$ cat src/rtl/spi_pkg.sv
// Shared encodings and width helpers for the slow-control SPI master.
package spi_pkg;

  typedef enum logic [2:0] {IDLE, SETUP, HIGH, LOW, GAP} spi_state_t;

  localparam int CS_COMP_DAC = 0;
  localparam int CS_CAL_DAC  = 1;
  localparam int CS_CAL_ADC  = 2;

  function automatic int cs_w(input int ncs);
    return (ncs <= 2) ? 1 : $clog2(ncs);
  endfunction

  function automatic int nb_w(input int maxbits);
    return $clog2(maxbits + 1);
  endfunction

  function automatic int div_w(input int clkdiv);
    return (clkdiv <= 2) ? 1 : $clog2(clkdiv);
  endfunction

endpackage

$ cat src/rtl/spi_phase_ctr.sv
// Phase timer: load at phase entry, last is high on the final cycle of a CLKDIV-cycle phase.
module spi_phase_ctr
  import spi_pkg::*;
#(
  parameter int CLKDIV = 4
) (
  input  logic clk,
  input  logic rst,
  input  logic load,
  output logic last
);

  localparam int W = div_w(CLKDIV);

  logic [W-1:0] cnt;

  always_ff @(posedge clk) begin
    if (rst)              cnt <= '0;
    else if (load)        cnt <= W'(CLKDIV - 1);
    else if (cnt != '0)   cnt <= cnt - 1'b1;
  end

  assign last = (cnt == '0);

endmodule

$ cat src/rtl/spi_cs_master.sv
// Mode-0 SPI master with per-device active-low chip selects and parallel RX capture.
module spi_cs_master
  import spi_pkg::*;
#(
  parameter int NCS     = 3,
  parameter int MAXBITS = 32,
  parameter int CLKDIV  = 4
) (
  input  logic                     CLK,
  input  logic                     RST,
  input  logic                     START,
  input  logic [cs_w(NCS)-1:0]     CS_SEL,
  input  logic [nb_w(MAXBITS)-1:0] NBITS,
  input  logic [MAXBITS-1:0]       TX_DATA,
  output logic                     BUSY,
  output logic                     DONE,
  output logic                     ERR,
  output logic [MAXBITS-1:0]       RX_DATA,
  output logic                     SPI_CK,
  output logic                     SPI_DAT,
  output logic [NCS-1:0]           CS_B,
  input  logic                     SPI_RTN
);

  localparam int NBW = nb_w(MAXBITS);

  spi_state_t         state;
  logic [NBW-1:0]     bits_left;
  logic [MAXBITS-1:0] tx_sh, rx_sh, tx_al;
  logic               rtn_q, ph_last, ph_load, req_ok;

  assign req_ok  = (32'(CS_SEL) < NCS) && (NBITS != '0) && (32'(NBITS) <= MAXBITS);
  assign ph_load = (state == IDLE) ? (START && req_ok) : ph_last;
  // Left-align the request so the first bit is always the MSB of the shifter.
  assign tx_al   = TX_DATA << (MAXBITS - 32'(NBITS));

  spi_phase_ctr #(.CLKDIV(CLKDIV)) u_phase (
    .clk (CLK),
    .rst (RST),
    .load(ph_load),
    .last(ph_last)
  );

  always_ff @(posedge CLK) begin
    if (RST) begin
      state     <= IDLE;
      bits_left <= '0;
      tx_sh     <= '0;
      rx_sh     <= '0;
      rtn_q     <= 1'b0;
      BUSY      <= 1'b0;
      DONE      <= 1'b0;
      ERR       <= 1'b0;
      RX_DATA   <= '0;
      SPI_CK    <= 1'b0;
      SPI_DAT   <= 1'b0;
      CS_B      <= '1;
    end else begin
      rtn_q <= SPI_RTN;
      DONE  <= 1'b0;
      ERR   <= 1'b0;
      case (state)
        IDLE: if (START) begin
          if (req_ok) begin
            state     <= SETUP;
            CS_B      <= ~(NCS'(1) << CS_SEL);
            tx_sh     <= tx_al;
            SPI_DAT   <= tx_al[MAXBITS-1];
            bits_left <= NBITS;
            rx_sh     <= '0;
            BUSY      <= 1'b1;
          end else begin
            ERR <= 1'b1;
          end
        end
        SETUP: if (ph_last) begin
          state  <= HIGH;
          SPI_CK <= 1'b1;
        end
        HIGH: if (ph_last) begin
          state     <= LOW;
          SPI_CK    <= 1'b0;
          rx_sh     <= {rx_sh[MAXBITS-2:0], rtn_q};
          bits_left <= bits_left - 1'b1;
          // After the final bit the data line holds until the gap.
          if (bits_left != NBW'(1)) begin
            tx_sh   <= tx_sh << 1;
            SPI_DAT <= tx_sh[MAXBITS-2];
          end
        end
        LOW: if (ph_last) begin
          if (bits_left != '0) begin
            state  <= HIGH;
            SPI_CK <= 1'b1;
          end else begin
            state   <= GAP;
            CS_B    <= '1;
            SPI_DAT <= 1'b0;
          end
        end
        GAP: if (ph_last) begin
          state   <= IDLE;
          RX_DATA <= rx_sh;
          DONE    <= 1'b1;
          BUSY    <= 1'b0;
        end
        default: state <= IDLE;
      endcase
    end
  end

endmodule

$ cat config.mk
export PLATFORM = sky130hd
export DESIGN_NAME = spi_cs_master
export DESIGN_NICKNAME = d
export VERILOG_FILES = /design/src/rtl/spi_pkg.sv /design/src/rtl/spi_phase_ctr.sv /design/src/rtl/spi_cs_master.sv
export SDC_FILE = /design/constraint.sdc
export NUM_CORES = 1
export LEC_CHECK = 0
export BUFFER_PORTS_ARGS = -buffer_cell sky130_fd_sc_hd__clkbuf_2
export CAP_MARGIN = 20
export CORE_ASPECT_RATIO = 0.9
export CORE_UTILIZATION = 40
export DETAILED_ROUTE_END_ITERATION = 8
export PLACE_DENSITY = 0.61
export REMOVE_ABC_BUFFERS = 1
export SLEW_MARGIN = 40
export SYNTH_ARGS = -nofsm -noshare
export SYNTH_HDL_FRONTEND = slang
export SYNTH_SLANG_ARGS = --single-unit
$ cat constraint.sdc
create_clock -name CLK -period 4.3 [get_ports CLK]
set_clock_uncertainty 0.15 [all_clocks]
set_input_delay 0 -clock CLK [delete_from_list [all_inputs] [get_ports CLK]]
set_output_delay 0 -clock CLK [all_outputs]
set_load 0.02 [all_outputs]
# Word-level counts from Yosys, hierarchy flattened
# Index checks and enable logic that the tools add are counted.
[totals]
inputBits = 44
out_inout_bits = 40
wordCells = 108
ff_bits = 115
[op_classes]
add_sub_neg = 3
magnitude_cmp = 2
n_bitwise = 4
shifts = 2
eq_ne = 14
muxes = 46
reduce_logical = 24
[ops]
columns = ["op", "n"]
rows = [
  ["two-way mux 31 bit", 4],
  ["two-way mux 32 bit", 3],
  ["case mux 32 bit (2 select lines)", 1],
  ["case mux 31 bit (2 select lines)", 1],
  ["two-way mux 3 bit", 11],
  ["left shift 32 x 32 -> 32 bit", 1],
  ["two-way mux 6 bit", 3],
  ["inequality test 2 bit, second input constant", 9],
  ["two-way mux 1 bit", 15],
  ["case mux 3 bit (5 select lines)", 1],
  ["AND reduction 5 bit", 3],
  ["case mux 6 bit (2 select lines)", 1],
  ["nonzero test 6 bit", 2],
  ["nonzero test 2 bit", 5],
  ["AND reduction 4 bit", 2],
  ["AND reduction 7 bit", 1],
  ["subtractor 6 x 6 -> 7 bit, first input constant", 1],
  ["equality test 3 x 2 -> 1 bit, second input constant", 2],
  ["<= comparator 6 bit, second input constant", 1],
  ["inequality test 6 x 1 -> 1 bit, second input constant", 1],
  ["case mux 1 bit (3 select lines)", 2],
  ["case mux 3 bit (2 select lines)", 1],
  ["AND reduction 6 bit", 1],
  ["nonzero test 3 bit", 2],
  ["other kinds (16)", 21],
]

# Longest topological paths before layout
# Gate-level depths: netlist of run 1.
[depth]
word_depth = 6
depth_mapped = 14
mapped_depth_nobuf = 8

# By module
# Synthesis of run 1 repeated with hierarchy kept, for this count alone.
[unflattened]
hier_cells = 824
hier_area_um2 = 6646.4
[by_module_without_submodules]
columns = ["mod", "cells_per_inst", "seq_area_each_um2", "instances", "area_each_um2"]
rows = [
  ["spi_cs_master", 814, 2262.2, 1, 6550.0],
  ["spi_phase_ctr", 10, 40.0, 1, 96.3],
]

# Worst setup path after synthesis of run 1
# Ideal clock, no wire load.
[synth_timing]
kind = "input -> register"
start = "input NBITS[0]"
end = "register tx_sh[22]"
setup_slack_ns = 1.492
arrival_ns = 2.522
t_required_ns = 4.014
setup_time_ns = 0.136
cell_stages = 13
path_buffers = 6
cell_sequence = "buf_6 -> buf_6 -> buf_4 -> inv_1 -> ha_1 -> buf_2 -> buf_2 -> buf_1 -> mux4_2 -> nand3_1 -> o21ai_0 -> a221oi_1 -> a211oi_2"
[synth_between]
elab_chain_cells = 5
elab_cells_between_ends = 11
cone_classes = "add/sub: 1; order compare: 1; eq/ne: 1; shift: 1; mux: 3; reduce/logical: 4"
[synth_rtl]
columns = ["item", "line_no", "rtl"]
rows = [
  ["start, declared", "spi_cs_master.sv:13", "input logic [nb_w(MAXBITS)-1:0] NBITS,"],
  ["subtractor 6 x 6 -> 7 bit or nonzero test 6 bit (tied branches)", "spi_cs_master.sv:35, spi_cs_master.sv:32", ""],
  ["left shift 32 x 32 -> 32 bit or logical AND 1 bit (tied branches)", "spi_cs_master.sv:35, spi_cs_master.sv:32", ""],
  ["two-way mux 31 bit or logical AND 1 bit (tied branches)", "spi_cs_master.sv:64, spi_cs_master.sv:32", ""],
  ["two-way mux 31 bit or inequality test 2 bit (tied branches)", "--", ""],
  ["case mux 31 bit (2 select lines) or AND reduction 5 bit (tied branches)", "--", ""],
  ["end signal, assigned", "spi_cs_master.sv:67", "tx_sh <= tx_al;"],
  ["end signal, assigned", "spi_cs_master.sv:87", "tx_sh <= tx_sh << 1;"],
  ["end, declared", "spi_cs_master.sv:29", "logic [MAXBITS-1:0] tx_sh, rx_sh, tx_al;"],
]
# Several ways; a longest one is shown, not always the timed one. The select of a mux whose other input is x is not followed.
# A chain may end at the register's enable or synchronous reset.

# Worst setup path after layout of run 1
[layout_timing]
start = "input NBITS[1]"
end = "register CS_B[1]"
[layout_between]
elab_chain_cells = 5
elab_cells_between_ends = 6
cone_classes = "order compare: 1; eq/ne: 1; reduce/logical: 4"
[layout_rtl]
columns = ["item", "line_no", "rtl"]
rows = [
  ["parallel branches: the longest is 2 deep, another holds <= comparator 6 bit", "--", ""],
  ["logical AND 1 bit (*)", "spi_cs_master.sv:32", "assign req_ok = (32'(CS_SEL) < NCS) && (NBITS != '0) && (32'(NBITS) <= MAXBITS);"],
  ["inequality test 2 bit (no line) (*)", "--", ""],
  ["AND reduction 5 bit (no line) (*)", "--", ""],
  ["end signal, assigned", "spi_cs_master.sv:66", "CS_B <= ~(NCS'(1) << CS_SEL);"],
  ["end, declared", "spi_cs_master.sv:21", "output logic [NCS-1:0] CS_B,"],
]
# Mark *: on every way between the ends.

==> results.toml, run 1 <==
[sta]
setup_viol = 0
rsz0062_at_grt = "no"
min_period_ns = 3.174
finalHoldViolations = 0
fin_ws_ns = 1.126
finalCritPeriodShare_pct = 73.82
tightestPinTransition_ns = 0.8251
slew_headroom_pct = 44.60
drv_slew = 0
setup_tns_ns = 0
fmax_mhz = 315.0

[worst_hold_path]
hold-path-endpoint = "bits_left[0]"
hp-start = "NBITS[0]"
hold_depth = 5
hold_path.class = "primary input to register"

[yosys]
synth_warnings = 0
synth_seq_cells = 115
netlist_area_sq_mm = 0.006741
ys_seq_area_share_pct = 34.15
synth.distinct_cells = 70
synth_edf_count = 0
synthCells = 810
synthArstFlopShare_pct = 0
avgSynthCellArea_sq_um = 8.323
synthFlopType = "dfxtp_1"

[global_route]
grt_antenna_before_repair = 0
grt-ovfl-total = 0
grt_pass1_wl_mm = 29.44
grt_util_all_layers_pct = 20.74
grt_max_degree = 76
grt_pass1_vias = 5809

[critical_path]
path_delay_family = "buffers and inverters"
cp_max_fo = 6
required_ns = 4.48
r2r-end = "tx_sh[9]"
cp-end-kind = "register"
cp_common_cell = "dlygate4sd3_1"
start_kind = "primary input"
r2r-start = "bits_left[5]"
crit_type = "primary input to register"
slowest_delay_ns = 0.55
crit_chain = "dlygate4sd3_1, clkbuf_2, inv_1, ha_2, nor4b_1, a21boi_0, a31oi_2, a21oi_1, and3_1, dlygate4sd3_1, o21bai_1"
rrSetupSlack_ns = 1.31
rr_worst_depth = 6
crit_slowest_cell = "nor4b_1"
critPathBufInv = 4
worst_ep_arrival_time_ns = 3.36

[layout]
stdcell_area_sq_mm = 0.007866
nets = 915
final_common_cell = "nand2_1"
layout_common_cells = "nand2_1 (136), dfxtp_1 (115), a21oi_1 (96)"
antennaDiodeCount = 0
layout-area-overhead-vs-synth_pct = 16.69
utilization_pct = 48.27
drive_above_1_share_pct = 23.32

[place]
preCtsSetupSlack_ns = 1.344
place_area_sq_mm = 0.007186
hpwl_mm = 12.13
io_buffers = 83
place_congestion = 0.8932

[pwr]
powerDensity_mw_per_mm2 = 461.0
finalPower_w = 0.003626
vdd_drop_max_mv = 0.3528
leakage_nw = 2.870

[drt]
drc = 9
vias_per_cell = 5.765
ant_nets = 0
num_vias = 6261
routed_wirelength_mm = 17.73
routedWlPerCell_microns = 16.32
drtIter0Drc = 542
dr.pass1.iters = 8

[cts]
ctsResizeCount = 0
htree_levels = 4
cts_sinks = 115
clockBufferDepth = 2
cts_tree = "done"
cts_hold_buf = 10
cts_inserted_buffers = 17
cts_setup_buffers = 0
clkLatencyLatePin_ns = 0.40
cts_root_buf = "clkbuf_16"
cts.clk_slew.worst_paths_ns = 0.06

[outcome]
violations = "DRC"
status = "finished with violations"

[die]
die_w_microns = 138.8
dieArea_sq_mm = 0.01738
pin_count = 84
die_h_microns = 125.2
coreArea_sq_mm = 0.01630
start_util_pct = 41.37
rows = 44

[flow_run]
max-cap-violations = 0
## worst max path at each step
| stage | from | endpoint | slack [ns] | cells past startpoint |
|---|---|---|---|---|
| finish | NBITS[1] | CS_B[1] | 1.13 | 11 |
| global route | NBITS[1] | CS_B[1] | 0.84 | 11 |
| CTS | NBITS[1] | CS_B[1] | 1.23 | 11 |
| detailed placement | NBITS[0] | tx_sh[25] | 1.34 | 9 |
| global placement | NBITS[0] | bits_left[5] | 1.30 | 9 |
| floorplan | state[1] | tx_sh[22] | 1.10 | 6 |
## final cells by class
class / instances / area [sq um]
Fill cell: 1636 / 8429
Multi-Input combinational cell: 611 / 4056
Sequential cell: 115 / 2302
Timing Repair Buffer: 106 / 623.1
Clock buffer: 18 / 439.2
Tap cell: 207 / 259.0
Clock inverter: 14 / 130.1
Inverter: 15 / 56.30
## where the power goes
part	internal [W]	leakage, nW	switching, W	total [W]
logic	0.000388	1.66	0.000666	0.00105
registers	0.00116	0.931	0.0000775	0.00124
clock network	0.000816	0.277	0.000515	0.00133
## worst register-to-register path, stage by stage (launching register included)
cell	delay, ns
dfxtp_1	0.33
nor4_1	0.64
a21o_1	0.62
o21a_1	0.54
nor2_2	0.16
a221oi_1	0.32
nor3_1	0.08
## Yosys cell counts (all sizes together) (17+ instances only)
library cell  count  area (sq um)
a211oi           19         152.6
o21ai            17         92.59
buf              33         231.5
mux2             21         236.5
a21oi            98         501.7
clkbuf           36         135.1
nand3            47         235.2
mux2i            18         180.2
mux4             28         630.6
nor2             73         284.0
nor3             27         145.1
dfxtp           115          2302
nand2           136         510.5
## through the flow
step                      hold slack [ns]  cells
final                             0.03150   1086
after global routing              0.07820   1086
after CTS                         0.01072   1086
after detailed placement          0.07741   1044
after global placement            0.05837   1043
after floorplan                  -0.08535    741
## sequential cells by signal, summed over array words and instances (netlist names)
name and flops:
tx_sh 31, SPI_DAT 1, SPI_CK 1, BUSY 1
CS_B 3, rx_sh 32, u_phase.cnt 2, RX_DATA 32
rtn_q 1, ERR 1, state 3, bits_left 6
DONE 1
## cell families after synthesis
family                   Yosys count  share of synthesized area, %
multiplexers                      67                         15.53
adder cells (fa/ha/maj)            5                        0.9280
AND/OR/NAND/NOR                  341                         24.05
flip-flops                       115                         34.15
XOR/XNOR                           4                        0.5198
buffers and inverters             84                         6.273
AO/OA/AOI/OAI                    194                         18.54
## layer usage
layer | vias to the layer above | global-route usage [%] | share of wire (%) | wire length, microns
met5 | - | 0 | 0 | 0
met4 | 0 | 5.882 | 1.2 | 206
met3 | 22 | 4.175 | 5.7 | 1016
met2 | 195 | 31.64 | 46 | 8139
met1 | 2996 | 29.60 | 47 | 8366
li1 | 3048 | - | - | -
(Power assumes the default switching activity.)
==> run 2: changes to the inputs <==
--- a/config.mk
+++ b/config.mk
@@ -5,12 +5,13 @@
 export SDC_FILE = /design/constraint.sdc
 export NUM_CORES = 1
 export LEC_CHECK = 0
+export ABC_AREA = 1
 export BUFFER_PORTS_ARGS = -buffer_cell sky130_fd_sc_hd__clkbuf_2
 export CAP_MARGIN = 20
 export CORE_ASPECT_RATIO = 0.9
 export CORE_UTILIZATION = 40
 export DETAILED_ROUTE_END_ITERATION = 8
-export PLACE_DENSITY = 0.61
+export PLACE_DENSITY = 0.63
 export REMOVE_ABC_BUFFERS = 1
 export SLEW_MARGIN = 40
 export SYNTH_ARGS = -nofsm -noshare
==> constraint.sdc (replaced) <==
create_clock -name CLK -period 2.7 [get_ports CLK]
set_clock_uncertainty 0.15 [all_clocks]
set_input_delay 0 -clock CLK [delete_from_list [all_inputs] [get_ports CLK]]
set_output_delay 0 -clock CLK [all_outputs]
set_load 0.02 [all_outputs]
==> results.toml, run 2 <==
[yosys]
synth.distinct_cells = 38
avgSynthCellArea_sq_um = 6.536
synthCells = 987
synthArstFlopShare_pct = 0
synth-xor-area-share_pct = 0.5431
netlist_area_sq_mm = 0.006451
yosys.area.top_type = "dfxtp_1"
yosys.area.top_type_share_pct = 35.69
ys_seq_area_share_pct = 35.69
synth_compound_area_share_pct = 18.29
synthFlopType = "dfxtp_1"
synth.area.mux_share_pct = 0
yosysMostFrequentCell = "nand3_1"
synth_area_leaders = "dfxtp_1 (36%), nand3_1 (20%), nand2_1 (9.7%)"
synth_seq_cells = 115
synth_warnings = 0
synth_top_family_by_area = "simple AND/OR/NAND/NOR gates"
synth_edf_count = 0
synthTopCellsByCount = "nand3_1 (252), nand2_1 (167), dfxtp_1 (115)"
synth-simple-area-share_pct = 36.31
synth-adder-area-share_pct = 0.9697

[sta]
fin_ws_ns = 0.2984
setup_viol = 0
rsz0062_at_grt = "no"
hold_ws_ns = 0.03437
finalCritPeriodShare_pct = 88.95
tightestPinTransition_ns = 0.7488
slew_headroom_pct = 49.77
drv_slew = 0
min_period_ns = 2.402
finalHoldViolations = 0
fmax_mhz = 416.4
setup_tns_ns = 0

[layout]
reg_top3 = "RX_DATA x32, rx_sh x32, tx_sh x31"
drive_above_1_share_pct = 14.84
layout-area-overhead-vs-synth_pct = 19.74
nets = 1094
fin_cells = 1260
final_common_cell = "nand3_1"
antennaDiodeCount = 0
stdcell_area_sq_mm = 0.007725
layout_common_cells = "nand3_1 (252), nand2_1 (167), dfxtp_1 (115)"

[global_route]
grt-ovfl-total = 0
met2_usage_pct = 33.23
grt_antenna_before_repair = 0
met1_usage_pct = 32.40
grt_max_degree = 69
grt_util_all_layers_pct = 21.94
grtUsageMet3_pct = 3.759
gr-max-usage-layer = "met2"
grt_pass1_wl_mm = 29.40
grt_pass1_vias = 5951

[cts]
cts_hold_buf = 12
cts_inserted_buffers = 17
ctsResizeCount = 0
cts_sinks = 115
cts_tree = "done"
clockBufferDepth = 2
cts.clk_slew.worst_paths_ns = 0.05
cts_root_buf = "clkbuf_16"
clkLatencyLatePin_ns = 0.41
htree_levels = 4
cts_setup_buffers = 0

[critical_path]
slowest_delay_ns = 0.54
start_kind = "primary input"
cp-end-kind = "register"
cp_max_fo = 29
critPathCapture = "tx_sh[9]"
required_ns = 2.88
startpoint = "NBITS[1]"
crit_chain = "dlygate4sd3_1, clkbuf_2, inv_1, ha_1, nand3_2, nand2_2, a21oi_2, o21ai_4, nand4_4, inv_2, nand3_1, a31oi_1"
rrSetupSlack_ns = 0.31
r2r-end = "CS_B[1]"
crit_slowest_cell = "dlygate4sd3_1"
worst_ep_arrival_time_ns = 2.59
r2r-start = "state[0]"
crit_type = "primary input to register"
rr_worst_depth = 9

[flow_run]
max-cap-violations = 0

[drt]
ant_nets = 0
dr.pass1.iters = 5
vias_per_cell = 5.439
routedWlPerCell_microns = 14.23
drtIter0Drc = 693
drc = 0
routed_wirelength_mm = 17.93
num_vias = 6853

[die]
dieArea_sq_mm = 0.01664
die_w_microns = 135.9
rows = 43
pin_count = 84
start_util_pct = 41.35
coreArea_sq_mm = 0.01560
die_h_microns = 122.5

[outcome]
status = "complete, no violations"

[pwr]
leakage_nw = 3.305
powerDensity_mw_per_mm2 = 734.8
vdd_drop_max_mv = 0.5002

[place]
dp_cells = 1216
preCtsSetupSlack_ns = 0.4126
hpwl_mm = 11.88
io_buffers = 83
place_congestion = 0.9241
place_area_sq_mm = 0.006955

[worst_hold_path]
hold_path.class = "primary input to register"
## run 2: worst min-delay path by stage
| stage | from | endpoint | slack [ns] | depth (start not counted) |
|---|---|---|---|---|
| 3_5_place_dp | SPI_RTN | rtn_q | 0.05 | 3 |
| 3_3_place_gp | SPI_RTN | rtn_q | 0.06 | 3 |
| 2_1_floorplan | RST | RX_DATA[0] | -0.08 | 1 |
| 4_1_cts | TX_DATA[1] | tx_sh[1] | 0.02 | 7 |
| 5_1_grt | RST | state[1] | 0.07 | 3 |
| 6_report | RST | state[1] | 0.03 | 3 |
## run 2: final cells by class
class | instances | area [sq um]
Sequential cell | 115 | 2302
Tap cell | 202 | 252.7
Fill cell | 1631 | 7878
Clock buffer | 18 | 439.2
Multi-Input combinational cell | 748 | 3637
Inverter | 50 | 187.7
Timing Repair Buffer | 113 | 695.7
Clock inverter | 14 | 210.2
## run 2: cell families after synthesis
logic type      count (synthesis)
buf+inv                       124
xor+xnor                        4
simple gates                  517
compound gates                222
fa+ha+maj                       5
flops                         115
## run 2: power by group
part | internal (W) | switching (W)
combinational | 0.000404 | 0.000880
sequential | 0.00185 | 0.0000914
clock | 0.00165 | 0.000798
total | 0.00391 | 0.00177
## run 2: critical path, delay by kind of cell
family                   cells  cell delay (ns)
buffers and inverters        4             1.20
AO/OA/AOI/OAI                3             0.44
AND/OR/NAND/NOR              4             0.71
adder cells (fa/ha/maj)      1             0.23
## run 2: metrics by stage
step / utilization (%) / total power, W
after floorplan: - / 0.002821
after global placement: 44.58 / 0.003215
after detailed placement: 44.58 / 0.003215
after CTS: 49.51 / 0.005693
after global routing: 49.51 / 0.005987
final: 49.51 / 0.005677
## run 2: metal layers
metal,share of wire [%],up-vias
li1,-,3514
met1,50,3119
met3,5.6,8
met2,44,212
met5,0,-
met4,0.44,0
